## config.mk

```make
export PLATFORM = sky130hd
export DESIGN_NAME = uart_rx_engine
export DESIGN_NICKNAME = d
export VERILOG_FILES = /design/src/rtl/uart_rx_engine.sv
export SDC_FILE = /design/constraint.sdc
export NUM_CORES = 1
export LEC_CHECK = 0
export BUFFER_PORTS_ARGS = -buffer_cell sky130_fd_sc_hd__buf_2
export CORE_MARGIN = 1.5
export CORE_UTILIZATION = 50
export DETAILED_ROUTE_END_ITERATION = 6
export PLACE_DENSITY = 0.71
export SLEW_MARGIN = 5
export SYNTH_ARGS = -nofsm -noshare
export SYNTH_HDL_FRONTEND = slang
export SYNTH_SLANG_ARGS = --single-unit
```

## constraint.sdc

```tcl
create_clock -name clk -period 4.6 [get_ports clk]
set_input_delay 0 -clock clk [delete_from_list [all_inputs] [get_ports clk]]
set_output_delay 0 -clock clk [all_outputs]
set_load 0.02 [all_outputs]
```

## src/rtl/uart_rx_engine.sv

```systemverilog
// uart_rx_engine
// Receive-side control engine of the UART. Synchronizes the RX line, qualifies
// start bits at half a bit time, strobes each bit into an external 10-bit
// shift register at the bit midpoint, then right-justifies the received frame
// read back from that register and reports it with status flags.
//
// Ports
//   clk     system clock
//   rst     synchronous active-high reset
//   RX      asynchronous serial input, idle high
//   BAUD_K  clocks per bit (>= 4, stable while a frame is in progress)
//   EIGHT   1 = 8 data bits, 0 = 7 data bits
//   PEN     parity enable
//   OHEL    1 = odd parity, 0 = even parity
//   READ    one-cycle pulse: host consumed DATA
//   Q       contents of the external receive shift register
//   SHIFT   one-cycle shift strobe to the shift register
//   SDI     synchronized RX bit to the shift register
//   DATA    received byte (bit 7 = 0 in 7-bit mode)
//   RXRDY   byte available
//   PERR    parity error
//   FERR    framing error (stop bit sampled as 0)
//   OVF     a frame completed while RXRDY was still set
//
// Timing: the first cycle SDI is low to the first cycle SHIFT is high is
// exactly (BAUD_K>>1) + BAUD_K + 1 clocks; later SHIFTs follow every BAUD_K
// clocks. SHIFT is raised one cycle early (timer == BAUD_K-2) so that, being
// registered, it is high in the cycle where the bit timer hits terminal count.
module uart_rx_engine #(
    parameter int K_W = 19
) (
    input  logic           clk,
    input  logic           rst,
    input  logic           RX,
    input  logic [K_W-1:0] BAUD_K,
    input  logic           EIGHT,
    input  logic           PEN,
    input  logic           OHEL,
    input  logic           READ,
    input  logic [9:0]     Q,
    output logic           SHIFT,
    output logic           SDI,
    output logic [7:0]     DATA,
    output logic           RXRDY,
    output logic           PERR,
    output logic           FERR,
    output logic           OVF
);

    typedef enum logic [1:0] {
        ST_IDLE  = 2'd0,
        ST_START = 2'd1,
        ST_DATA  = 2'd2,
        ST_DONE  = 2'd3
    } state_t;

    state_t         state_r;
    logic           sync_a_r;
    logic           sdi_r;
    logic           shift_r;
    logic [K_W-1:0] timer_r;
    logic [3:0]     bit_cnt_r;
    logic [7:0]     data_r;
    logic           rxrdy_r;
    logic           perr_r;
    logic           ferr_r;
    logic           ovf_r;

    logic [K_W-1:0] half_k_s;
    logic [K_W-1:0] last_k_s;
    logic [K_W-1:0] pre_k_s;
    logic [3:0]     n_bits_s;
    logic [7:0]     rx_data_s;
    logic           rx_par_s;
    logic           perr_s;

    // Even-parity (XOR reduction) of a byte.
    function automatic logic parity8(input logic [7:0] v);
        return ^v;
    endfunction

    assign SHIFT = shift_r;
    assign SDI   = sdi_r;
    assign DATA  = data_r;
    assign RXRDY = rxrdy_r;
    assign PERR  = perr_r;
    assign FERR  = ferr_r;
    assign OVF   = ovf_r;

    assign half_k_s = BAUD_K >> 1;
    assign last_k_s = BAUD_K - K_W'(1);
    assign pre_k_s  = BAUD_K - K_W'(2);
    assign n_bits_s = 4'd8 + {3'b000, EIGHT} + {3'b000, PEN};

    // Right-justify the frame held in Q; the stop bit always sits in Q[9].
    always_comb begin
        rx_data_s = 8'h00;
        rx_par_s  = 1'b0;
        case ({EIGHT, PEN})
            2'b11: begin
                rx_data_s = Q[7:0];
                rx_par_s  = Q[8];
            end
            2'b10: begin
                rx_data_s = Q[8:1];
                rx_par_s  = 1'b0;
            end
            2'b01: begin
                rx_data_s = {1'b0, Q[7:1]};
                rx_par_s  = Q[8];
            end
            default: begin
                // 7 data bits, no parity
                rx_data_s = {1'b0, Q[8:2]};
                rx_par_s  = 1'b0;
            end
        endcase
    end

    assign perr_s = PEN & ((parity8(rx_data_s) ^ OHEL) != rx_par_s);

    // Two-flop synchronizer for the asynchronous RX line.
    always_ff @(posedge clk) begin
        if (rst) begin
            sync_a_r <= 1'b1;
            sdi_r    <= 1'b1;
        end else begin
            sync_a_r <= RX;
            sdi_r    <= sync_a_r;
        end
    end

    // Frame FSM: start qualification, bit timing and SHIFT generation.
    always_ff @(posedge clk) begin
        if (rst) begin
            state_r   <= ST_IDLE;
            timer_r   <= '0;
            bit_cnt_r <= 4'd0;
            shift_r   <= 1'b0;
        end else begin
            shift_r <= 1'b0;
            case (state_r)
                ST_IDLE: begin
                    timer_r   <= '0;
                    bit_cnt_r <= 4'd0;
                    if (!sdi_r) begin
                        state_r <= ST_START;
                    end
                end
                ST_START: begin
                    if (timer_r == half_k_s) begin
                        timer_r <= '0;
                        // still low at mid start bit: genuine start
                        state_r <= sdi_r ? ST_IDLE : ST_DATA;
                    end else begin
                        timer_r <= timer_r + K_W'(1);
                    end
                end
                ST_DATA: begin
                    if (timer_r == pre_k_s) begin
                        shift_r <= 1'b1;
                    end
                    if (timer_r == last_k_s) begin
                        timer_r   <= '0;
                        bit_cnt_r <= bit_cnt_r + 4'd1;
                        if (bit_cnt_r == (n_bits_s - 4'd1)) begin
                            state_r <= ST_DONE;
                        end
                    end else begin
                        timer_r <= timer_r + K_W'(1);
                    end
                end
                ST_DONE: begin
                    timer_r   <= '0;
                    bit_cnt_r <= 4'd0;
                    state_r   <= ST_IDLE;
                end
                default: begin
                    timer_r   <= '0;
                    bit_cnt_r <= 4'd0;
                    state_r   <= ST_IDLE;
                end
            endcase
        end
    end

    // Receive holding register and status flags; DONE loads win over READ.
    always_ff @(posedge clk) begin
        if (rst) begin
            data_r  <= 8'h00;
            rxrdy_r <= 1'b0;
            perr_r  <= 1'b0;
            ferr_r  <= 1'b0;
            ovf_r   <= 1'b0;
        end else if (state_r == ST_DONE) begin
            data_r  <= rx_data_s;
            perr_r  <= perr_s;
            ferr_r  <= ~Q[9];
            rxrdy_r <= 1'b1;
            if (rxrdy_r && !READ) begin
                ovf_r <= 1'b1;
            end
        end else if (READ && rxrdy_r) begin
            rxrdy_r <= 1'b0;
            perr_r  <= 1'b0;
            ferr_r  <= 1'b0;
            ovf_r   <= 1'b0;
        end
    end

endmodule

```

### Word-level counts from Yosys, hierarchy flattened

Index checks and enable logic that the tools add are counted.

| storage, ports and cells | value |
|---|---|
| register bits after elaboration | 40 |
| bits of input ports | 36 |
| output and inout port bits | 14 |
| word-level logic and storage cells | 71 |

| cells by class | value |
|---|---|
| add/sub/neg operators | 7 |
| eq/ne operators | 16 |
| mux-type cells | 20 |
| bitwise gates (word level) | 4 |
| reduce and logical (&&, ||, !) cells | 13 |

Operator list:

| operator | number |
|---|---|
| $pmux W19 S3 | 1 |
| $eq A19 B19 Y1 | 2 |
| $mux W19 | 2 |
| $pmux W8 S3 | 1 |
| $add A19 B1 Y19 const B | 1 |
| $eq A19 B18 Y1 | 1 |
| $sub A19 B1 Y19 const B | 1 |
| $sub A19 B2 Y19 const B | 1 |
| $mux W2 | 5 |
| $eq A2 B2 Y1 const B | 4 |
| $mux W1 | 8 |
| $ne A2 B2 Y1 const B | 4 |
| $pmux W2 S4 | 1 |
| $pmux W4 S2 | 1 |
| $reduce_xor A8 Y1 | 1 |
| $reduce_or A2 Y1 | 3 |
| $add A4 B1 Y4 | 1 |
| $add A4 B1 Y4 const A | 1 |
| $add A4 B1 Y4 const B | 1 |
| $eq A2 B1 Y1 const B | 2 |
| $eq A4 B4 Y1 | 1 |
| $mux W4 | 1 |
| $reduce_and A2 Y1 | 2 |
| $reduce_and A4 Y1 | 1 |
| other kinds (10) | 13 |

### Depth between registers and ports, before layout

| logic depth | value |
|---|---|
| depth after elaboration | 7 |
| mapped depth | 10 |
| depth with buffers taken out | 9 |

### Worst setup path before layout

Ideal clock, no wire load.

| timing path | value |
|---|---|
| path type | register -> register |
| start | register timer_r[9] |
| end | register timer_r[14] |
| library setup time | 0.141 ns |
| arrival time | 2.364 ns |
| data required time | 4.459 ns |
| slack | 2.095 ns |
| stages on the path, launching flop included | 10 |
| buffers on the path | 2 |
| clock period less this slack | 2.505 ns |
| cells stage by stage | dfxtp_1 -> clkbuf_1 -> xor2_1 -> xnor2_1 -> a41oi_1 -> or4_1 -> a2111o_1 -> a21oi_4 -> buf_4 -> nor3_1 |

| between the ends | value |
|---|---|
| cells in the longest elaborated chain, start to end | 3 |
| elaborated cells between the ends (all ways) | 6 |
| classes of those cells | add/sub: 1; eq/ne: 2; mux: 3 |

Ends and longest elaborated chain:

| what | line | text |
|---|---|---|
| start: declaration | 61 | `logic [K_W-1:0] timer_r;` |
| start signal: assignment | 156 | `timer_r <= timer_r + K_W'(1);` |
| start signal: assignment | 170 | `timer_r <= timer_r + K_W'(1);` |
| $add A19 B1 Y19, or another cell as far along | 156, 170 |  |
| $mux W19 (on tied branches) | 163, 151 |  |
| $pmux W19 S3 * | 142 | `case (state_r)` |

Every way passes the cells marked *; elsewhere a longest branch is shown, timed or not.
A chain may end at the register's enable or synchronous reset.

### Worst setup path after layout

| timing path | value |
|---|---|
| start | register timer_r[9] |
| end | register bit_cnt_r[0] |

| between the ends | value |
|---|---|
| cells in the longest elaborated chain, start to end | 3 |

Ends and longest elaborated chain:

| what | line | text |
|---|---|---|
| $eq A19 B19 Y1 | 163 | `if (timer_r == last_k_s) begin` |
| $ne A2 B2 Y1 (no line) | -- |  |
| $reduce_and A2 Y1 (no line) | -- |  |
| end signal: assignment | 165 | `bit_cnt_r <= bit_cnt_r + 4'd1;` |
| end: declaration | 62 | `logic [3:0] bit_cnt_r;` |

No other way between the ends.

==> summary.txt <==
Worst setup path
  – RR Startpoint: timer_r[9]
  – CP arrival: roughly 3100 ps
  – Critical-path maximum fanout: 22
  – CP delay by family, top: compound AO/OA/AOI/OAI gates
  – Critical Path Sink Type: flop
  – Reg2Reg Depth: 7
  – Setup CP Type: flop to flop
  – Critical path's largest stage delay: around 610 ps
  – Buffers & Inverters on Critical Path: 0
  – Crit. Startpoint: timer_r[9]
  – Critical-path cell list: xor2_1, xnor2_1, a41oi_1, or4_1, a2111o_1, a21oi_4, mux2i_1
  – CP Launch Type: flop
  – Slowest cell on crit path: or4_1
  – Critical path depth in cells: 7
  – CP required: 4830 ps

Worst hold path
  – Hold Crit Start: PEN
  – WHS Path Cells: 3
  – Hold crit path type: primary input to flop

Global route
  – GRT Resource Usage Total: 0.2268
  – Vias in the first global route: about 2900
  – Initial antenna violation count: 0
  – GR Overflow Total: 0
  – First-pass GRT wire length: between 10000 and 15000 um
  – Largest net degree at the start of global routing: 28

Run status
  – Failing checks: DRC
  – Status: finished with violations

Clock network
  – Latest clock arrival within the worst-skew pair: 300 ps
  – Post-CTS setup buffers: 0
  – CTS tree: done
  – CTS clock-pin slew for the worst setup and hold paths: around 80 ps
  – CTS buffer count: 5
  – Clock Root Buffer: clkbuf_8
  – H-tree lvl count: 2
  – CTS Buffer Depth: 2
  – Sink Count: 40

Finish
  – Fillcell total: around 620
  – Register area: about 800 um2
  – Area of the multi-input gates: around 2400 um2
  – Final core occ: 0.5833
  – Layout cells sized above 1: 0.1572
  – Nets: 507
  – Layout area overhead: 10.54%
  – Antenna Diode Count: 0

Routing
  – Drt drc: 3
  – Wire per inst: ~15 um
  – Via count: about 3200
  – First-pass iteration count of the detailed router: 7
  – DR iter-0 viols: about 180
  – Post-DRT Antenna Nets: 0
  – Vias per cell: just under 6
  – DRT Wirelength: a little over 8000 um

STA
  – Min Hold Slack: approximately 9.3 ps
  – Final Max Slew Viols: 0
  – Slew HR: 0.5665
  – Hold Violations, Final: 0
  – Final setup fails: 0
  – RSZ-0062 raised after global routing: no
  – Worst-Margin Slew: around 650 ps
  – Setup Skew: 9.551 ps
  – Total Negative Setup Slacks: 0 ps
  – Min Tclk post-route: 2915 ps
  – Fin crit share: 0.6336
  – Max Fclk: 343.1 MHz
  – Final worst slack: 1685 ps

Die
  – Die footprint: around 7300 um2
  – Chip width: between 80 and 90 um
  – Top-level I/O count: 50
  – Core Region: about 6500 um2
  – DIE HEIGHT: roughly 86 um
  – Row count: 29
  – Initial Util: 0.5277

Logic synthesis
  – Syn nets: roughly 480
  – Synth area leader: dfxtp_1
  – Adder-cell share of the synthesized area: 0.05140
  – Synth Area in Simple Gates: 0.2867
  – Primary FF master, synth: dfxtp_1
  – Avg Cell Area, Syn: 8.019 um2
  – Post-Syn Instances: 425
  – Async SR Flop Fraction: 0
  – Synth cell count leaders: xor2_1, dfxtp_1, xnor2_1, nand2_1, nor2_1
  – Main combinational cell family by area after synthesis: simple AND/OR/NAND/NOR gates
  – #FFs+latches synth: 40
  – Number of flops mapped to enable cells by yosys: 0
  – Synth top area share: 0.2349
  – Yosys cell types: between 50 and 60
  – Sequential fraction of the synthesis area: 0.2349
  – Multiplexer area fraction after synthesis: 0.03267
  – Post-Synth XOR/XNOR Area: 0.2107
  – Syn Std Cell Area: around 3400 um2
  – Area contributors post-synth: dfxtp_1, xor2_1, xnor2_1
  – Ys Warns: 0
  – Compound-cell area share of the yosys netlist: 0.1307
  – Most frequent cell after synthesis: xor2_1

Pwr
  – LEAKAGE: between 0.001 and 0.0015 uW
  – Peak VDD IR: approximately 0.00013 V
  – Power density cells: 225.2 nW/um2

Job
  – Max-Cap Viols: 0

Placement
  – Post-place setup slack: between 1500 and 2000 ps
  – Detailed Place HPWL: a little over 6000 um
  – PortBufs: ~50
  – GP Congestion: 0.9173
==> layer usage <==
| layer | vias to the layer above | track usage | share of wire |
|---|---|---|---|
| li1 | 1557 | - | - |
| met1 | 1487 | 0.2970 | 0.45 |
| met2 | 108 | 0.3930 | 0.49 |
| met3 | 17 | 0.03465 | 0.048 |
| met4 | 0 | 0.05425 | 0.015 |
| met5 | - | 0 | 0 |
==> worst min-delay path, stage by stage <==
cell	delay, ps
buf_2	130
nand3b_1	80
o32ai_1	60
==> registers in the layout, summed over array words and instances, names as in the netlist, named ones only <==
| signal | cells |
|---|---|
| DATA | 8 |
| FERR | 1 |
| OVF | 1 |
| PERR | 1 |
| RXRDY | 1 |
| SDI | 1 |
| SHIFT | 1 |
| bit_cnt_r | 4 |
| state_r | 1 |
| sync_a_r | 1 |
| timer_r | 19 |
==> cell usage in the layout, fill, tap and decap left out, types with 5 or more instances in the layout <==
cell	count
buf_2	49
xor2_1	48
dfxtp_1	40
xnor2_1	34
nor2_1	30
nand2_1	30
nor3_1	23
o21ai_0	18
nand3_1	17
ha_1	14
inv_1	13
nor2b_1	10
mux2i_1	10
nand4_1	9
nor4_1	9
a31oi_1	8
a21oi_1	8
nand2b_1	7
o211ai_1	5
a211oi_1	5
and3_1	5
clkbuf_8	5
==> kinds of logic after synthesis <==
family          count (synthesis)
buf+inv                        41
mux                            11
flops                          40
simple gates                  172
fa+ha+maj                      14
compound gates                 65
xor+xnor                       82
==> stage by stage <==
| step | area, um2 | total power [uW] | cells |
|---|---|---|---|
| 2_1_floorplan | 3408 | 512.5 | 425 |
| 3_3_place_gp | 3626 | 557.8 | 524 |
| 3_5_place_dp | 3626 | 561.2 | 524 |
| 4_1_cts | 3767 | 851.8 | 535 |
| 5_1_grt | 3767 | 888.3 | 535 |
| 6_report | 3767 | 848.5 | 535 |
==> repair_timing <==
action / in CTS / in global routing
gates resized for setup: 0 / 0
hold buffers: 3 / 0
hold endpoints to repair: 3 / 0
==> final cells by class <==
type                       instances  area share
clock inverter                     3     0.01129
sequential                        40      0.2126
clock buffer                       5     0.01827
inverter                          13     0.01295
timing repair buffer              53     0.07506
multi-input combinational        344      0.6443
tap                               77     0.02557
==> path summary, 6_finish.rpt <==
path                                     end  slack [ps]
worst max-delay path            bit_cnt_r[0]        1690
worst min-delay path                    PERR           9
worst max register to register  bit_cnt_r[0]        1690
worst min register to register           SDI         430
==> report_power, final <==
group	total, uW	switching, uW	internal (uW)
clock network	291	130	161
registers	358	7.03	351
logic	200	117	83.3
(Power assumes the default switching activity.)
